<file path="config.mk">
export PLATFORM = sky130hd
export DESIGN_NAME = button_input
export DESIGN_NICKNAME = d
export VERILOG_FILES = /design/src/rtl/button_input.sv
export SDC_FILE = /design/constraint.sdc
export NUM_CORES = 1
export LEC_CHECK = 0
export CAP_MARGIN = 20
export CORE_MARGIN = 4
export CORE_UTILIZATION = 30
export DETAILED_ROUTE_END_ITERATION = 6
export GPL_TIMING_DRIVEN = 0
export PLACE_DENSITY = 0.52
export SLEW_MARGIN = 5
export SYNTH_ARGS = -nofsm -noshare
export SYNTH_HDL_FRONTEND = slang
export SYNTH_SLANG_ARGS = --single-unit
export TNS_END_PERCENT = 10
</file>
<file path="constraint.sdc">
create_clock -name clk -period 1.85 [get_ports clk]
set_input_delay 0.555 -clock clk [delete_from_list [all_inputs] [get_ports clk]]
set_output_delay 0.555 -clock clk [all_outputs]
set_load 0.01 [all_outputs]
</file>
<file path="src/rtl/button_input.sv">
// button_input: synchronise and debounce the raw keys, auto-repeat left/right,
// and hold move/rotate requests until the game control FSM acknowledges them.
module button_input #(
  parameter int DEBOUNCE_CYCLES = 16,
  parameter int REPEAT_DELAY    = 64,
  parameter int REPEAT_RATE     = 16,
  parameter int CNT_W           = 20
) (
  input  logic clk,
  input  logic reset_n,
  input  logic key_left_n,
  input  logic key_right_n,
  input  logic key_rotate_n,
  input  logic key_go_n,
  input  logic ack_move,
  input  logic ack_rotate,
  output logic left,
  output logic right,
  output logic rotate,
  output logic go
);
  typedef enum logic [1:0] {IDLE, DELAY, REPEAT} rep_st_t;
  logic [3:0] raw, sync1_q, sync2_q, db;
  logic [2:0] db_prev_q, press;
  logic [1:0] move_ev;
  logic left_q, left_d, right_q, right_d, rotate_q, rotate_d;
  // Bit order: 0 left, 1 right, 2 rotate, 3 go; inverted so 1 = pressed.
  assign raw = ~{key_go_n, key_rotate_n, key_right_n, key_left_n};
  always_ff @(posedge clk) begin
    if (!reset_n) begin
      sync1_q   <= '0;
      sync2_q   <= '0;
      db_prev_q <= '0;
    end else begin
      sync1_q   <= raw;
      sync2_q   <= sync1_q;
      db_prev_q <= db[2:0];
    end
  end
  assign press = db[2:0] & ~db_prev_q;
  for (genvar k = 0; k < 4; k++) begin : g_deb
    logic db_q;
    logic [CNT_W-1:0] cnt_q;
    always_ff @(posedge clk) begin
      if (!reset_n) begin
        db_q  <= 1'b0;
        cnt_q <= '0;
      end else if (sync2_q[k] == db_q) begin
        cnt_q <= '0;
      end else if (cnt_q == CNT_W'(DEBOUNCE_CYCLES)) begin
        db_q  <= ~db_q;
        cnt_q <= '0;
      end else begin
        cnt_q <= cnt_q + CNT_W'(1);
      end
    end
    assign db[k] = db_q;
  end
  for (genvar j = 0; j < 2; j++) begin : g_rep
    rep_st_t st_q;
    logic [CNT_W-1:0] cnt_q;
    logic at_delay, at_rate;
    assign at_delay   = (st_q == DELAY) && (cnt_q == CNT_W'(REPEAT_DELAY - 1));
    assign at_rate    = (st_q == REPEAT) && (cnt_q == CNT_W'(REPEAT_RATE - 1));
    assign move_ev[j] = (st_q == IDLE) ? press[j] : db[j] && (at_delay || at_rate);
    always_ff @(posedge clk) begin
      if (!reset_n) begin
        st_q  <= IDLE;
        cnt_q <= '0;
      end else if (st_q == IDLE) begin
        st_q  <= press[j] ? DELAY : IDLE;
        cnt_q <= '0;
      end else if (!db[j]) begin
        st_q  <= IDLE;
        cnt_q <= '0;
      end else if (at_delay || at_rate) begin
        st_q  <= REPEAT;
        cnt_q <= '0;
      end else begin
        cnt_q <= cnt_q + CNT_W'(1);
      end
    end
  end
  // Simultaneous left and right events cancel; otherwise the newest direction wins.
  always_comb begin
    left_d   = (move_ev[0] && !move_ev[1]) ? 1'b1 :
               (move_ev[1] && !move_ev[0]) ? 1'b0 :
               ack_move ? 1'b0 : left_q;
    right_d  = (move_ev[1] && !move_ev[0]) ? 1'b1 :
               (move_ev[0] && !move_ev[1]) ? 1'b0 :
               ack_move ? 1'b0 : right_q;
    rotate_d = press[2] ? 1'b1 : ack_rotate ? 1'b0 : rotate_q;
  end
  always_ff @(posedge clk) begin
    if (!reset_n) begin
      left_q   <= 1'b0;
      right_q  <= 1'b0;
      rotate_q <= 1'b0;
    end else begin
      left_q   <= left_d;
      right_q  <= right_d;
      rotate_q <= rotate_d;
    end
  end
  assign left   = left_q;
  assign right  = right_q;
  assign rotate = rotate_q;
  assign go     = db[3];
endmodule
</file>
==> reports/qor.txt, run 1 <==
Status - complete, no violations
Async SR Flop Fraction - 0%
Post-synth top area cell - dfxtp_1
CTS Buf Count - 17
Placement Cell Area - 6589 µm²
Die H - 151.1 µm
Psw - 1.385 mW
CP Cell Sequence - inv_2, ha_4, nor4b_4, nand4_1, nor4b_2, or3_4, clkbuf_16, nor2_1
Largest net degree at the start of global routing - 17
Leakage dissipation - 2.431 nW
Routed via count - 4,534
Slowest stage delay, CP - 0.38 ns
CTS H-Tree Depth - 4
Crit path max-delay family - simple AND/OR/NAND/NOR gates
Synth cell count leaders - nor2_1 (156), dfxtp_1 (142), xor2_1 (61)
Fin area - 7442 µm²
FF-to-FF End - g_deb[0].cnt_q[8]$_SDFF_PP0_
Die extent in x - 151.1 µm
Distinct cells, synth - 44
Fillers - 2,134
Met1 Use GR - 15.01%
Skew-Pair Late Insertion Delay - 0.42 ns
# clock sinks - 142
Most utilized layer in the global route result - met2
P per Cell Area - 874.4 nW/µm²
Std cell rows - 52
Crit path DAT - 2.13 ns
Met2 usage - 16.74%
First-pass detailed-route iteration total - 6
Share of cells above drive strength 1 - 11.86%
Area Overhead vs Synth - 21.19%
Final net count - 747
CP required - 2.17 ns
IO Count - 12
Peak fanout along the critical path - 5
Cell-internal power - 5.123 mW
Yosys warning total - 0
Depth of the worst hold-timing path - 1
Initial antenna violation count - 0
Avg Inst Size Synth - 8.849 µm²
Utilization after layout - 36.90%
Reg-to-Reg Start - g_deb[0].cnt_q[0]$_SDFF_PP0_
CP max-delay cell - nor4b_2
Clk slew on worst S/H paths - 0.06 ns
Setup TNS - 0 ns
Hold Crit Start - g_deb[0].cnt_q[0]$_SDFF_PP0_
Final WL - 11.79 mm
Max frequency - 0.5517 GHz
WHS - 0.4337 ns
Hold path endpoint - g_deb[0].cnt_q[0]$_SDFF_PP0_
Post-Syn Instances - 694
Worst Max-Slew Pin Slew - 0.4577 ns
Met3 usage - 3.471%
Routed Antenna Nets - 0
Setup Skew - 0.005293 ns
Main synth FF type - dfxtp_1
Clock Path Buffers - 2
#FFs+latches synth - 142
Vias/cell - 4.480
Die area - 22,820 µm²
Hold crit path type - reg -> reg
WL/cell - 11.65 µm
# setup viols final - 0
Post-synth EDFFs - 0
VDD IR max - 555.8 µV
Seq/Total Area, Yosys - 46.29%
Residual DRC count - 0
Global-route wire length before repair - 20.52 mm
Sw frac - 21.28%
Final hold viol count - 0
Top-count cell post-synth - nor2_1
Port Buffers - 11
Diode insertion count for antenna repair - 0
TritonCTS clock tree - yes
Total grt overflow - 0
RePlAce Congestion - 0.7501
Detail Placement HPWL - 7.874 mm
Core ar. - 20,170 µm²
Worst setup SP type - flop
Vias in the first global route - 4,394
CP Capture Type - flop
Flop pwr share - 47.2%
CP bufs+invs - 2
Starting Density - 30.45%
Comb pwr share - 1.2%
Tcrit/Tclk final - 97.98%
Syn_nets - 712
Worst Reg2Reg Path Length in Cells - 8
Mapped Area - 6141 µm²
Max-slew violations - 0
Gr usage total - 11.19%
Max cap viols - 0
Crit Path Category - reg -> reg
Synth top area cells - dfxtp_1 (46%), nor2_1 (9.5%), xor2_1 (8.7%)
R2r setup slk - 0.04 ns
Clock Power Share - 51.6%
Initial drt markers - 147
Setup crit start - g_deb[0].cnt_q[0]$_SDFF_PP0_
Total power - 6.508 mW
Root Buffer - clkbuf_16
Tmin final - 1.813 ns
Post-CTS Hold Buffers - 0
Synth top area share - 46.29%
Max_slew headroom - 69.21%
## per-layer routing
layer  routed length (µm)  part of all wire [%]  vias to the layer above
met5                    0                     0                        -
met3                  339                   2.9                       19
li1                     -                     -                     2405
met2                 5199                    44                       32
met1                 6060                    51                     2078
met4                  193                   1.6                        0
## what timing repair did
item,CTS,global route
gates resized for setup,14,37
endpoints found under the setup margin,97,96
gates cloned,0,2
buffers inserted,1,2
pin swaps,1,8
## flip-flops by register name, indices dropped and copies added, names as in the netlist
signal and cells:
g_deb.cnt_q 80, rotate 1, db_prev_q 3, g_rep.cnt_q 40
go 1, left 1, sync1_q 4, sync2_q 4
g_rep.st_q 4, g_deb.db_q 3, right 1
## layout by cell type (no fill, tap or decap), drive strengths merged, types with 6 or more instances in the layout
master,count
and3,17
buf,12
clkbuf,27
clkdlybuf4s50,6
clkinvlp,6
dfxtp,142
ha,10
inv,29
nand2,41
nand3,46
nand4,25
nor2,157
nor3,15
nor4,29
nor4b,9
or3,8
xnor2,51
xor2,61
## through the flow
stage	instances	setup WS, ns
after global routing	1012	-0.05337
after CTS	1008	0.001214
after global placement	975	-0.5038
after detailed placement	975	-0.5198
final	1012	0.03741
after floorplan	694	0.1978
## worst max-delay path by stage
stage | end | cells after the start | slack, ns
2_1_floorplan | g_deb[0].cnt_q[10]$_SDFF_PP0_ | 8 | 0.20
3_3_place_gp | g_rep[1].cnt_q[17]$_SDFF_PP0_ | 6 | -0.50
3_5_place_dp | g_rep[1].cnt_q[17]$_SDFF_PP0_ | 6 | -0.52
4_1_cts | g_deb[0].cnt_q[5]$_SDFF_PP0_ | 8 | 0.001
5_1_grt | g_deb[0].cnt_q[13]$_SDFF_PP0_ | 8 | -0.05
6_report | g_deb[0].cnt_q[8]$_SDFF_PP0_ | 8 | 0.04
## power groups by stage
stage	registers [mW]	clock network, mW	logic (mW)
6_report	3.07	3.36	0.0766
5_1_grt	3.07	3.62	0.0858
4_1_cts	3.07	3.47	0.0674
3_5_place_dp	3.14	0	0.0668
3_3_place_gp	3.14	0	0.0666
2_1_floorplan	3.14	0	0.0321
## final cells by class
cell class	count	area [µm²]	share of cell area, %
clock buffer	19	442.9	5.952
inverter	28	105.1	1.412
multi-input combinational	509	3269	43.93
tap	270	337.8	4.539
timing repair buffer	16	162.7	2.186
clock inverter	13	141.4	1.900
sequential	142	2851	38.32
buffer	15	131.4	1.765
## kinds of logic (layout without fill, tap and decap cells)
family                     after synthesis  in the layout  share of synthesized area (%)
AOI/OAI and AO/OA                       13             13                          1.386
and+or+nand+nor                        369            369                          30.07
adders and majority gates               11             11                          2.200
DFF                                    142            142                          46.29
xor gates and xnor gates               112            112                          15.97
buffers and inverters                   43             91                          3.423
muxes                                    4              4                         0.6520
## worst reg2reg max path, delay by kind of cell (launching register included)
family | cells | cell delay (ns)
AND/OR/NAND/NOR | 5 | 1.03
flip-flops | 1 | 0.35
buffers and inverters | 2 | 0.21
adder cells (fa/ha/maj) | 1 | 0.12
No activity file was read; power rests on OpenSTA's default activity.
==> run 2, diff against run 1 <==
CORE_MARGIN = 3   (was 4)
==> reports/qor.txt, run 2 (synthesis results as in run 1) <==
RePlAce Congestion - 0.7740 (+3.2%)
Peak fanout along the critical path - 10 (+5)
Diode insertion count for antenna repair - 0 (unchanged)
Global-route wire length before repair - 20.29 mm (-1.1%)
Crit Path Category - reg -> reg
WL/cell - 11.45 µm (-1.7%)
Max cap viols - 0 (unchanged)
Largest Register - g_deb.cnt_q
Largest net degree at the start of global routing - 17 (unchanged)
IO Count - 12 (unchanged)
Clock Path Buffers - 2 (unchanged)
Top Metal Used - met4
Tcrit/Tclk final - 94.17% (-3.8 points)
Number of flip-flops in the largest register - 80 (unchanged)
Setup crit start - g_rep[1].cnt_q[0]$_SDFF_PP0_
Clk slew on worst S/H paths - 0.06 ns (about the same)
Detail Placement HPWL - 7.888 mm (+0.18%)
Die H - 149.1 µm (-1.3%)
Final hold viol count - 0 (unchanged)
Share of cells above drive strength 1 - 10.57% (-1.3 points)
Tmin final - 1.742 ns (-0.07043 ns)
CP Capture Type - flop
Setup Skew - 0.008388 ns (+0.003095 ns)
P per Cell Area - 912.3 nW/µm² (+4.3%)
Die area - 22,220 µm² (-2.6%)
Reg area - 2846 µm² (-0.18%)
Initial antenna violation count - 0 (unchanged)
Setup TNS - 0 ns (unchanged)
Detail Route met2 WL - 4.987 mm (-4.1%)
Multi-input logic area - 3229 µm² (-1.2%)
Reg-to-Reg Start - g_rep[1].cnt_q[0]$_SDFF_PP0_
Max frequency - 0.5740 GHz (+4.0%)
Port Buffers - 11 (unchanged)
Core ar. - 19,780 µm² (-1.9%)
Crit path DAT - 2.10 ns (-0.03 ns)
Max_slew headroom - 67.75% (-1.5 points)
Vias/cell - 4.459 (-0.48%)
Routed via count - 4,472 (-1.4%)
Critical Path End - g_rep[1].cnt_q[15]$_SDFF_PP0_
WL met3 - 334 µm (-1.5%)
# setup viols final - 0 (unchanged)
Worst Reg2Reg Path Length in Cells - 8 (unchanged)
Std cell rows - 51 (-1.9%)
Hold crit path type - reg -> reg
R2r setup slk - 0.11 ns (+0.07 ns)
Final net count - 743 (-0.54%)
Worst setup SP type - flop
Most frequent cells in the layout - nor2_1 (156), dfxtp_1 (139), xor2_1 (61)
RSZ-0062 raised after global routing - yes
# clock sinks - 142 (unchanged)
Max-slew violations - 0 (unchanged)
Fillers - 2,054 (-3.7%)
CP required - 2.21 ns (+0.04 ns)
Area Overhead vs Synth - 19.93%
First-pass detailed-route iteration total - 4 (-2)
VDD IR max - 632.7 µV (+14%)
Status - complete, no violations
Residual DRC count - 0 (unchanged)
Vias in the first global route - 4,347 (-1.1%)
Commonest non-fill, non-tap cell in the layout - nor2_1
FF-to-FF End - g_rep[1].cnt_q[15]$_SDFF_PP0_
Top Registers - g_deb.cnt_q: 80 flops, g_rep.cnt_q: 40 flops
Final WL - 11.49 mm (-2.6%)
CTS H-Tree Depth - 4 (unchanged)
Total grt overflow - 0 (unchanged)
CTS Buf Count - 17 (unchanged)
Leakage dissipation - 2.419 nW (-0.52%)
Gr usage total - 11.24% (+0.046 points)
Starting Density - 31.04% (+0.60 points)
Routed Antenna Nets - 0 (unchanged)
Die extent in x - 149.1 µm (-1.3%)
Root Buffer - clkbuf_16
DRT met1 WL - 5.991 mm (-1.1%)
Worst Max-Slew Pin Slew - 0.4794 ns (+0.02170 ns)
Initial drt markers - 187 (+27%)
TritonCTS clock tree - yes
Skew-Pair Late Insertion Delay - 0.42 ns (about the same)
WHS - 0.4337 ns (-0.00008500 ns)
==> run 2: cell count changes in the layout (fill, tap and decap cells not counted), sizes merged <==
cell,delta
clkinv,+4
clkinvlp,-4
buf,-3
clkbuf,-3
bufinv,+2
==> run 2: timing repair <==
item	in CTS	in global routing
hold buffers	0	0
setup buffers	1	0
setup endpoints to repair	97	98
cloned	0	0
endpoints found under the hold margin	0	0
gates resized for setup	13	22
pin swaps	1	3
==> run 2: final cells by class <==
class	instances	share of cell area [%]
tap	265	4.502
clock buffer	17	5.776
buffer	15	1.631
sequential	142	38.65
timing repair buffer	12	1.512
multi-input combinational	509	43.85
clock inverter	15	2.650
inverter	28	1.427
==> run 2: per-layer routing <==
metal  up-vias  global-route usage [%]
met2        38                   17.13
met3        14                   3.282
met1      2025                   14.89
met4         0                   4.714
met5         -                       0
li1       2395                       -
==> run 2: worst min path at each step <==
stage	cells after the start	start	to	slack [ns]
6_report	1	sync1_q[2]$_SDFF_PN0_	sync2_q[2]$_SDFF_PN0_	0.43
3_5_place_dp	1	sync1_q[2]$_SDFF_PN0_	sync2_q[2]$_SDFF_PN0_	0.42
2_1_floorplan	1	g_rep[1].cnt_q[0]$_SDFF_PP0_	g_rep[1].cnt_q[0]$_SDFF_PP0_	0.41
4_1_cts	1	sync1_q[2]$_SDFF_PN0_	sync2_q[2]$_SDFF_PN0_	0.44
5_1_grt	1	sync1_q[1]$_SDFF_PN0_	sync2_q[1]$_SDFF_PN0_	0.45
3_3_place_gp	1	sync1_q[0]$_SDFF_PN0_	sync2_q[0]$_SDFF_PN0_	0.41
==> run 2: where the power goes <==
part	switching (mW)	internal (mW)
combinational	0.0367	0.0303
clock	1.33	2.25
sequential	0.00634	3.07
==> run 2: metrics by stage <==
stage	worst slack, ns	area, µm²	util [%]	instances	power, mW
after floorplan	0.1978	6141	-	694	3.173
after global placement	-0.5053	6583	33.28	970	3.209
after detailed placement	-0.5164	6583	33.28	970	3.210
after CTS	-0.002756	7247	36.64	1003	6.839
after global routing	-0.009438	7365	37.23	1003	6.977
final	0.1078	7365	37.23	1003	6.719
==> run 2: critical path: stages (launching register included) <==
cell	delay [ns]
dfxtp_1	0.32
ha_1	0.23
and3_1	0.23
nand3_1	0.12
nor2_2	0.06
or3_1	0.32
buf_6	0.16
buf_8	0.14
nor2_1	0.10
